$ cat src/rtl/l0_seq_ctrl_if.sv
// L0 sequencer memory-side bundle: SRAM read port plus L0 FIFO
// write/read strobes and status, seen from sequencer (master).
interface l0_seq_ctrl_if #(
    parameter int ADDR_W = 11
);
    logic              mem_cen;
    logic [ADDR_W-1:0] mem_addr;
    logic              wr_l0;
    logic              rd_l0;
    logic              l0_full;
    logic              l0_valid;

    modport master (
        output mem_cen, mem_addr, wr_l0, rd_l0,
        input  l0_full, l0_valid
    );

    modport slave (
        input  mem_cen, mem_addr, wr_l0, rd_l0,
        output l0_full, l0_valid
    );
endinterface

$ cat src/rtl/l0_seq_ctrl.sv
// L0 sequencer: fetches weight then activation vectors into L0 and
// steps one PE-array core through kernel load, execute and drain.
module l0_seq_ctrl #(
    parameter int row      = 4,
    parameter int col      = 4,
    parameter int L0_DEPTH = 64,
    parameter int ADDR_W   = 11,
    parameter int CNT_W    = 8
) (
    input  logic              clk,
    input  logic              reset,
    input  logic              start,
    input  logic [ADDR_W-1:0] w_base,
    input  logic [ADDR_W-1:0] a_base,
    input  logic [CNT_W-1:0]  n_w,
    input  logic [CNT_W-1:0]  n_a,
    l0_seq_ctrl_if.master     l0,
    output logic [1:0]        inst_w,
    output logic              mode,
    output logic              busy,
    output logic              done
);
    localparam int OCC_W = $clog2(L0_DEPTH + 1);
    localparam int TMR_W = $clog2(row + col + 1);
    localparam int SUM_W = OCC_W + 1;

    localparam logic [CNT_W-1:0]  C_ONE    = 1;
    localparam logic [OCC_W-1:0]  O_ONE    = 1;
    localparam logic [TMR_W-1:0]  T_ONE    = 1;
    localparam logic [ADDR_W-1:0] A_ONE    = 1;
    localparam logic [CNT_W-1:0]  ROW_C    = CNT_W'(row);
    localparam logic [TMR_W-1:0]  GAP_LAST = TMR_W'(row + col - 1);
    localparam logic [SUM_W-1:0]  DEPTH_C  = SUM_W'(L0_DEPTH);

    typedef enum logic [2:0] {
        IDLE, W_FETCH, W_LOAD, W_GAP, A_STREAM, FLUSH, DONE
    } state_e;

    state_e            state_q, state_d;
    logic [ADDR_W-1:0] a_base_q;
    logic [ADDR_W-1:0] addr_q, addr_d;
    logic [CNT_W-1:0]  n_w_q, n_a_q, n_tgt;
    logic [CNT_W-1:0]  iss_cnt_q, iss_cnt_d;
    logic [CNT_W-1:0]  rd_cnt_q, rd_cnt_d;
    logic [TMR_W-1:0]  tmr_q, tmr_d;
    logic [OCC_W-1:0]  occ_q, occ_d;
    logic [SUM_W-1:0]  credit_use;
    logic              wr_q;
    logic              fetch_ph, read_ph, timed_ph;
    logic              issue, rd, rd_last, tmr_last, phase_chg;

    assign n_tgt    = (state_q inside {W_FETCH, W_LOAD}) ? n_w_q : n_a_q;
    assign fetch_ph = state_q inside {W_FETCH, A_STREAM};
    assign read_ph  = state_q inside {W_LOAD, A_STREAM};
    assign timed_ph = state_q inside {W_GAP, FLUSH};

    // In-flight read counts against the credit so L0 can never overflow.
    assign credit_use = {1'b0, occ_q} + {{OCC_W{1'b0}}, wr_q};
    assign issue      = fetch_ph && (iss_cnt_q != n_tgt) &&
                        (credit_use < DEPTH_C) && !l0.l0_full;
    assign rd         = read_ph && l0.l0_valid && (rd_cnt_q != n_tgt);
    assign rd_last    = rd && ((rd_cnt_q + C_ONE) == n_tgt);
    assign tmr_last   = tmr_q == GAP_LAST;
    assign phase_chg  = state_d != state_q;

    always_ff @(posedge clk) begin
        if (!reset) begin
            state_q <= IDLE;
        end else begin
            state_q <= state_d;
        end
    end

    always_comb begin
        state_d = state_q;
        unique case (state_q)
            IDLE:     if (start) state_d = W_FETCH;
            W_FETCH: begin
                // Last write lands on this edge: latency is one cycle.
                if (iss_cnt_q == n_w_q) begin
                    if (n_w_q != '0)      state_d = W_LOAD;
                    else if (n_a_q != '0) state_d = A_STREAM;
                    else                  state_d = DONE;
                end
            end
            W_LOAD:   if (rd_last) state_d = W_GAP;
            W_GAP:    if (tmr_last) state_d = (n_a_q != '0) ? A_STREAM : DONE;
            A_STREAM: if (rd_last) state_d = FLUSH;
            FLUSH:    if (tmr_last) state_d = DONE;
            DONE:     state_d = IDLE;
            default:  state_d = IDLE;
        endcase
    end

    always_comb begin
        addr_d = addr_q;
        if (state_q == IDLE && start) begin
            addr_d = w_base;
        end else if (issue) begin
            addr_d = addr_q + A_ONE;
        end else if (state_q == W_FETCH && phase_chg) begin
            addr_d = a_base_q;
        end

        iss_cnt_d = phase_chg ? '0 : (issue ? iss_cnt_q + C_ONE : iss_cnt_q);
        rd_cnt_d  = phase_chg ? '0 : (rd ? rd_cnt_q + C_ONE : rd_cnt_q);
        tmr_d     = (phase_chg || !timed_ph) ? '0 : tmr_q + T_ONE;

        unique case ({wr_q, rd})
            2'b10:   occ_d = occ_q + O_ONE;
            2'b01:   occ_d = occ_q - O_ONE;
            default: occ_d = occ_q;
        endcase
    end

    always_ff @(posedge clk) begin
        if (!reset) begin
            a_base_q  <= '0;
            addr_q    <= '0;
            n_w_q     <= '0;
            n_a_q     <= '0;
            iss_cnt_q <= '0;
            rd_cnt_q  <= '0;
            tmr_q     <= '0;
            occ_q     <= '0;
            wr_q      <= 1'b0;
        end else begin
            if (state_q == IDLE && start) begin
                a_base_q <= a_base;
                n_w_q    <= (n_w > ROW_C) ? ROW_C : n_w;
                n_a_q    <= n_a;
            end
            addr_q    <= addr_d;
            iss_cnt_q <= iss_cnt_d;
            rd_cnt_q  <= rd_cnt_d;
            tmr_q     <= tmr_d;
            occ_q     <= occ_d;
            wr_q      <= issue;
        end
    end

    always_comb begin
        l0.mem_cen  = !issue;
        l0.mem_addr = addr_q;
        l0.wr_l0    = wr_q;
        l0.rd_l0    = rd;
        inst_w      = 2'b00;
        if (rd) begin
            inst_w = (state_q == A_STREAM) ? 2'b10 : 2'b01;
        end
        mode = state_q inside {A_STREAM, FLUSH, DONE};
        busy = state_q != IDLE;
        done = state_q == DONE;
    end
endmodule

$ cat src/flat_wrapper.sv
// flat-port wrapper written by rule: the top's interface ports become plain ports
module l0_seq_ctrl_flat 
#(
    parameter int row      = 4,
    parameter int col      = 4,
    parameter int L0_DEPTH = 64,
    parameter int ADDR_W   = 11,
    parameter int CNT_W    = 8
)
  (clk, reset, start, w_base, a_base, n_w, n_a, inst_w, mode, busy, done, l0_mem_cen, l0_mem_addr, l0_wr_l0, l0_rd_l0, l0_l0_full, l0_l0_valid);
  l0_seq_ctrl_if #(.ADDR_W(ADDR_W)) l0_i ();
  input  logic clk;
  input  logic reset;
  input  logic start;
  input  logic [ADDR_W-1:0] w_base;
  input  logic [ADDR_W-1:0] a_base;
  input  logic [CNT_W-1:0] n_w;
  input  logic [CNT_W-1:0] n_a;
  output logic [1:0] inst_w;
  output logic mode;
  output logic busy;
  output logic done;
  output wire logic [$bits(l0_i.mem_cen)-1:0] l0_mem_cen;
  output wire logic [$bits(l0_i.mem_addr)-1:0] l0_mem_addr;
  output wire logic [$bits(l0_i.wr_l0)-1:0] l0_wr_l0;
  output wire logic [$bits(l0_i.rd_l0)-1:0] l0_rd_l0;
  input wire logic [$bits(l0_i.l0_full)-1:0] l0_l0_full;
  input wire logic [$bits(l0_i.l0_valid)-1:0] l0_l0_valid;
  assign l0_mem_cen = l0_i.mem_cen;
  assign l0_mem_addr = l0_i.mem_addr;
  assign l0_wr_l0 = l0_i.wr_l0;
  assign l0_rd_l0 = l0_i.rd_l0;
  assign l0_i.l0_full = l0_l0_full;
  assign l0_i.l0_valid = l0_l0_valid;
  l0_seq_ctrl #(.row(row), .col(col), .L0_DEPTH(L0_DEPTH), .ADDR_W(ADDR_W), .CNT_W(CNT_W)) u_core (.clk(clk), .reset(reset), .start(start), .w_base(w_base), .a_base(a_base), .n_w(n_w), .n_a(n_a), .l0(l0_i), .inst_w(inst_w), .mode(mode), .busy(busy), .done(done));
endmodule
$ cat config.mk
export PLATFORM = sky130hd
export DESIGN_NAME = l0_seq_ctrl_flat
export DESIGN_NICKNAME = d
export VERILOG_FILES = /design/src/rtl/l0_seq_ctrl_if.sv /design/src/rtl/l0_seq_ctrl.sv /design/src/flat_wrapper.sv
export SDC_FILE = /design/constraint.sdc
export NUM_CORES = 1
export LEC_CHECK = 0
export BUFFER_PORTS_ARGS = -buffer_cell sky130_fd_sc_hd__buf_2
export CAP_MARGIN = 5
export CORE_ASPECT_RATIO = 0.9
export CORE_UTILIZATION = 24
export CTS_CLUSTER_SIZE = 25
export DETAILED_ROUTE_END_ITERATION = 8
export GPL_TIMING_DRIVEN = 0
export SYNTH_ARGS = -nofsm -noshare
export SYNTH_HDL_FRONTEND = slang
export SYNTH_SLANG_ARGS = --single-unit
$ cat constraint.sdc
create_clock -name clk -period 7.5 [get_ports clk]
set_input_delay 1.875 -clock clk [delete_from_list [all_inputs] [get_ports clk]]
set_output_delay 1.875 -clock clk [all_outputs]
set_load 0.02 [all_outputs]
==> results.cfg <==
[outcome]
status = complete, no violations

[worst_hold_path]
holdCritStartpoint = u_core.a_base_q[5]
holdPathStages = 2
worstHoldEndpoint = u_core.a_base_q[5]
hold_class = reg -> reg

[grt]
grt_pass1_vias = 3949
grt_max_degree = 16
grt_pass1_wl_mm = 20.3
antenna_found_initial = 0
grt_overflow_total = 0
grtUsageTotal_pct = 14.4

[setup_path]
critPathTopFamily = compound AO/OA/AOI/OAI gates
reg2reg_to = u_core.occ_q[6]
critical-path-max-stage-delay_ns = 0.34
reg2reg_depth = 18
path_cells = buf_2 -> nor4_1 -> o21a_1 -> o21ai_4 -> buf_4 -> buf_2
critPathKind = in -> out
path_max_fanout = 10
crit_path_start_kind = input pin
required_ns = 5.62
worst_r2r_startpoint = u_core.state_q[0]
crit_arrival_ns = 3.12
worst_path_max_delay_cell = o21a_1
critPathBufInv = 3
reg2reg_slack_ns = 2.74
cpMostUsedCell = buf_2
crit_path_end_kind = output pin

[floorplanning]
dieHeight_um = 128
initial_core_util_pct = 24.7
die_w_um = 142
io_pins = 62
num_rows = 45
dieArea_um2 = 18100
core_region_area_um2 = 17100

[timing]
fin_crit_sh_pct = 66.5
layout_setup_ws_ns = 2.51
slew_viol_final = 0
finalClockSkew_ns = 0.0110
min_period_ns = 4.99
tns_ns = 0
tightest_slew_ns = 0.556
relSlewSlack_pct = 62.9
setup_viol = 0
max_freq_mhz = 200
hold_viol = 0
rsz0062_at_grt = no

[synth]
yosys_warnings = 0
syn_nets = 595
synth_enable_flop_cells = 0
synth_area_um2 = 4220
yosysSeqAreaShare_pct = 32.7
synth_top_area_share_pct = 32.7
synth_common_cells = 69 x dfxtp_1, 69 x nand2_1, 44 x a21oi_1, 42 x nor2_1, 30 x inv_1
synth-seq-cells = 69
synthCells = 541
ys_types = 63
avgSynthCellArea_um2 = 7.80
synth_area_leaders = dfxtp_1 33%, nand2_1 6.1%, a21oi_1 5.2%, nor2_1 3.7%, nor2b_1 3.3%
synthArstFlopShare_pct = 0
synth_ff_type = dfxtp_1
yosysTopAreaCell = dfxtp_1

[placement]
hpwl_mm = 9.31
pre_cts_slack_ns = 2.52
portBuffers = 60
gp_congestion = 0.841

[cts]
cts_buffer_depth = 2
cts_buffers = 9
cts_resized = 0
postCtsSetupBuffers = 0
h-tree-depth = 3
cts_tree = done
clk_pin_slew_ns = 0.06
cts_sinks = 69
cts_hold_buf = 0
worst_skew_pair.late_latency_ns = 0.35
cts-root-buf = clkbuf_16

[routing]
wl_per_cell_um = 14.5
drc = 0
dr.pass1.iters = 4
postRouteWirelength_mm = 12.4
drt_iter0_drc = 347
vias = 4170
via_per_inst = 4.89
ant_nets = 0

[finish]
syn_to_final_growth_pct = 21.0
drive_gt1_share_pct = 16.0
insertedDiodeCount = 0
final_nets = 666

[power_and_ir_drop]
p_leak_nw = 2.02
ir_drop_v = 0.000114
p_per_area_nw_per_um2 = 242
p_total_mw = 1.24

[job]
maxCapViolCount = 0
[through the flow]
stage,utilization [%],std cells,hold slack (ns),instance area [um2]
finish,29.9,852,0.454,5100
global placement,28.2,836,0.447,4810
floorplan,-,541,0.433,4220
detailed placement,28.2,836,0.448,4810
global route,29.9,852,0.481,5100
CTS,29.9,852,0.457,5100
[flip-flops by register name, indices dropped and copies added (netlist names)]
signal and cells:
u_core.occ_q 7, u_core.state_q 3, u_core.iss_cnt_q 8, u_core.rd_cnt_q 8, u_core.n_w_q 8, u_core.l0.mem_addr 11, u_core.l0.wr_l0 1, u_core.n_a_q 8
u_core.tmr_q 4, u_core.a_base_q 11
[worst min-delay path: cells and delay by family, from the launching register on]
family	cells	cell delay, ns
simple gates	1	0.05
flops	1	0.31
compound gates	1	0.05
[cell families after synthesis]
group           synth area share [%]
simple gates                    27.7
flops                           32.7
mux                             2.85
compound gates                  22.6
xor+xnor                        4.33
buf+inv                         6.37
fa+ha+maj                       3.44
[how the worst max path moves through the flow]
| stage | from | cells past startpoint | end |
|---|---|---|---|
| 2_1_floorplan | l0_l0_valid | 15 | u_core.occ_q[6] |
| 3_3_place_gp | l0_l0_full | 6 | l0_mem_cen |
| 3_5_place_dp | l0_l0_full | 6 | l0_mem_cen |
| 4_1_cts | l0_l0_full | 6 | l0_mem_cen |
| 5_1_grt | u_core.state_q[0] | 18 | u_core.occ_q[6] |
| 6_report | l0_l0_full | 6 | l0_mem_cen |
[cells in the final DEF, fill, tap and decap left out, drive strengths merged, types with 6 or more instances in the layout]
cell,instances
buf,72
nand2,70
dfxtp,69
a21oi,44
nor2,42
inv,35
clkbuf,28
nor2b,22
o21ai,19
and3,14
nor3,14
nand2b,13
mux2i,12
xnor2,11
nor4,11
o221ai,11
nand3,10
ha,10
a211oi,10
or3,9
xor2,9
o22ai,8
o211ai,8
or4,6
nand4,6
[layer usage]
metal | global-route usage [%] | up-vias | share of wire, %
li1 | - | 2097 | -
met1 | 19.9 | 1961 | 50
met2 | 21.7 | 95 | 44
met3 | 3.51 | 17 | 5.2
met4 | 5.12 | 0 | 1.6
met5 | 0 | - | 0
[where the power goes]
part           internal [mW]  total [mW]  switching (mW)
clock                  0.233       0.422           0.189
combinational          0.133       0.373           0.240
sequential             0.402       0.442          0.0402
[area by class of cell]
| cell class | instances | area [um2] |
|---|---|---|
| Tap cell | 235 | 294 |
| Clock buffer | 9 | 225 |
| Inverter | 31 | 116 |
| Multi-Input combinational cell | 410 | 2570 |
| Sequential cell | 69 | 1380 |
| Timing Repair Buffer | 60 | 300 |
| Buffer | 31 | 153 |
| Clock inverter | 7 | 65.1 |
| Fill cell | 1822 | 12000 |
(Power assumes the default switching activity.)
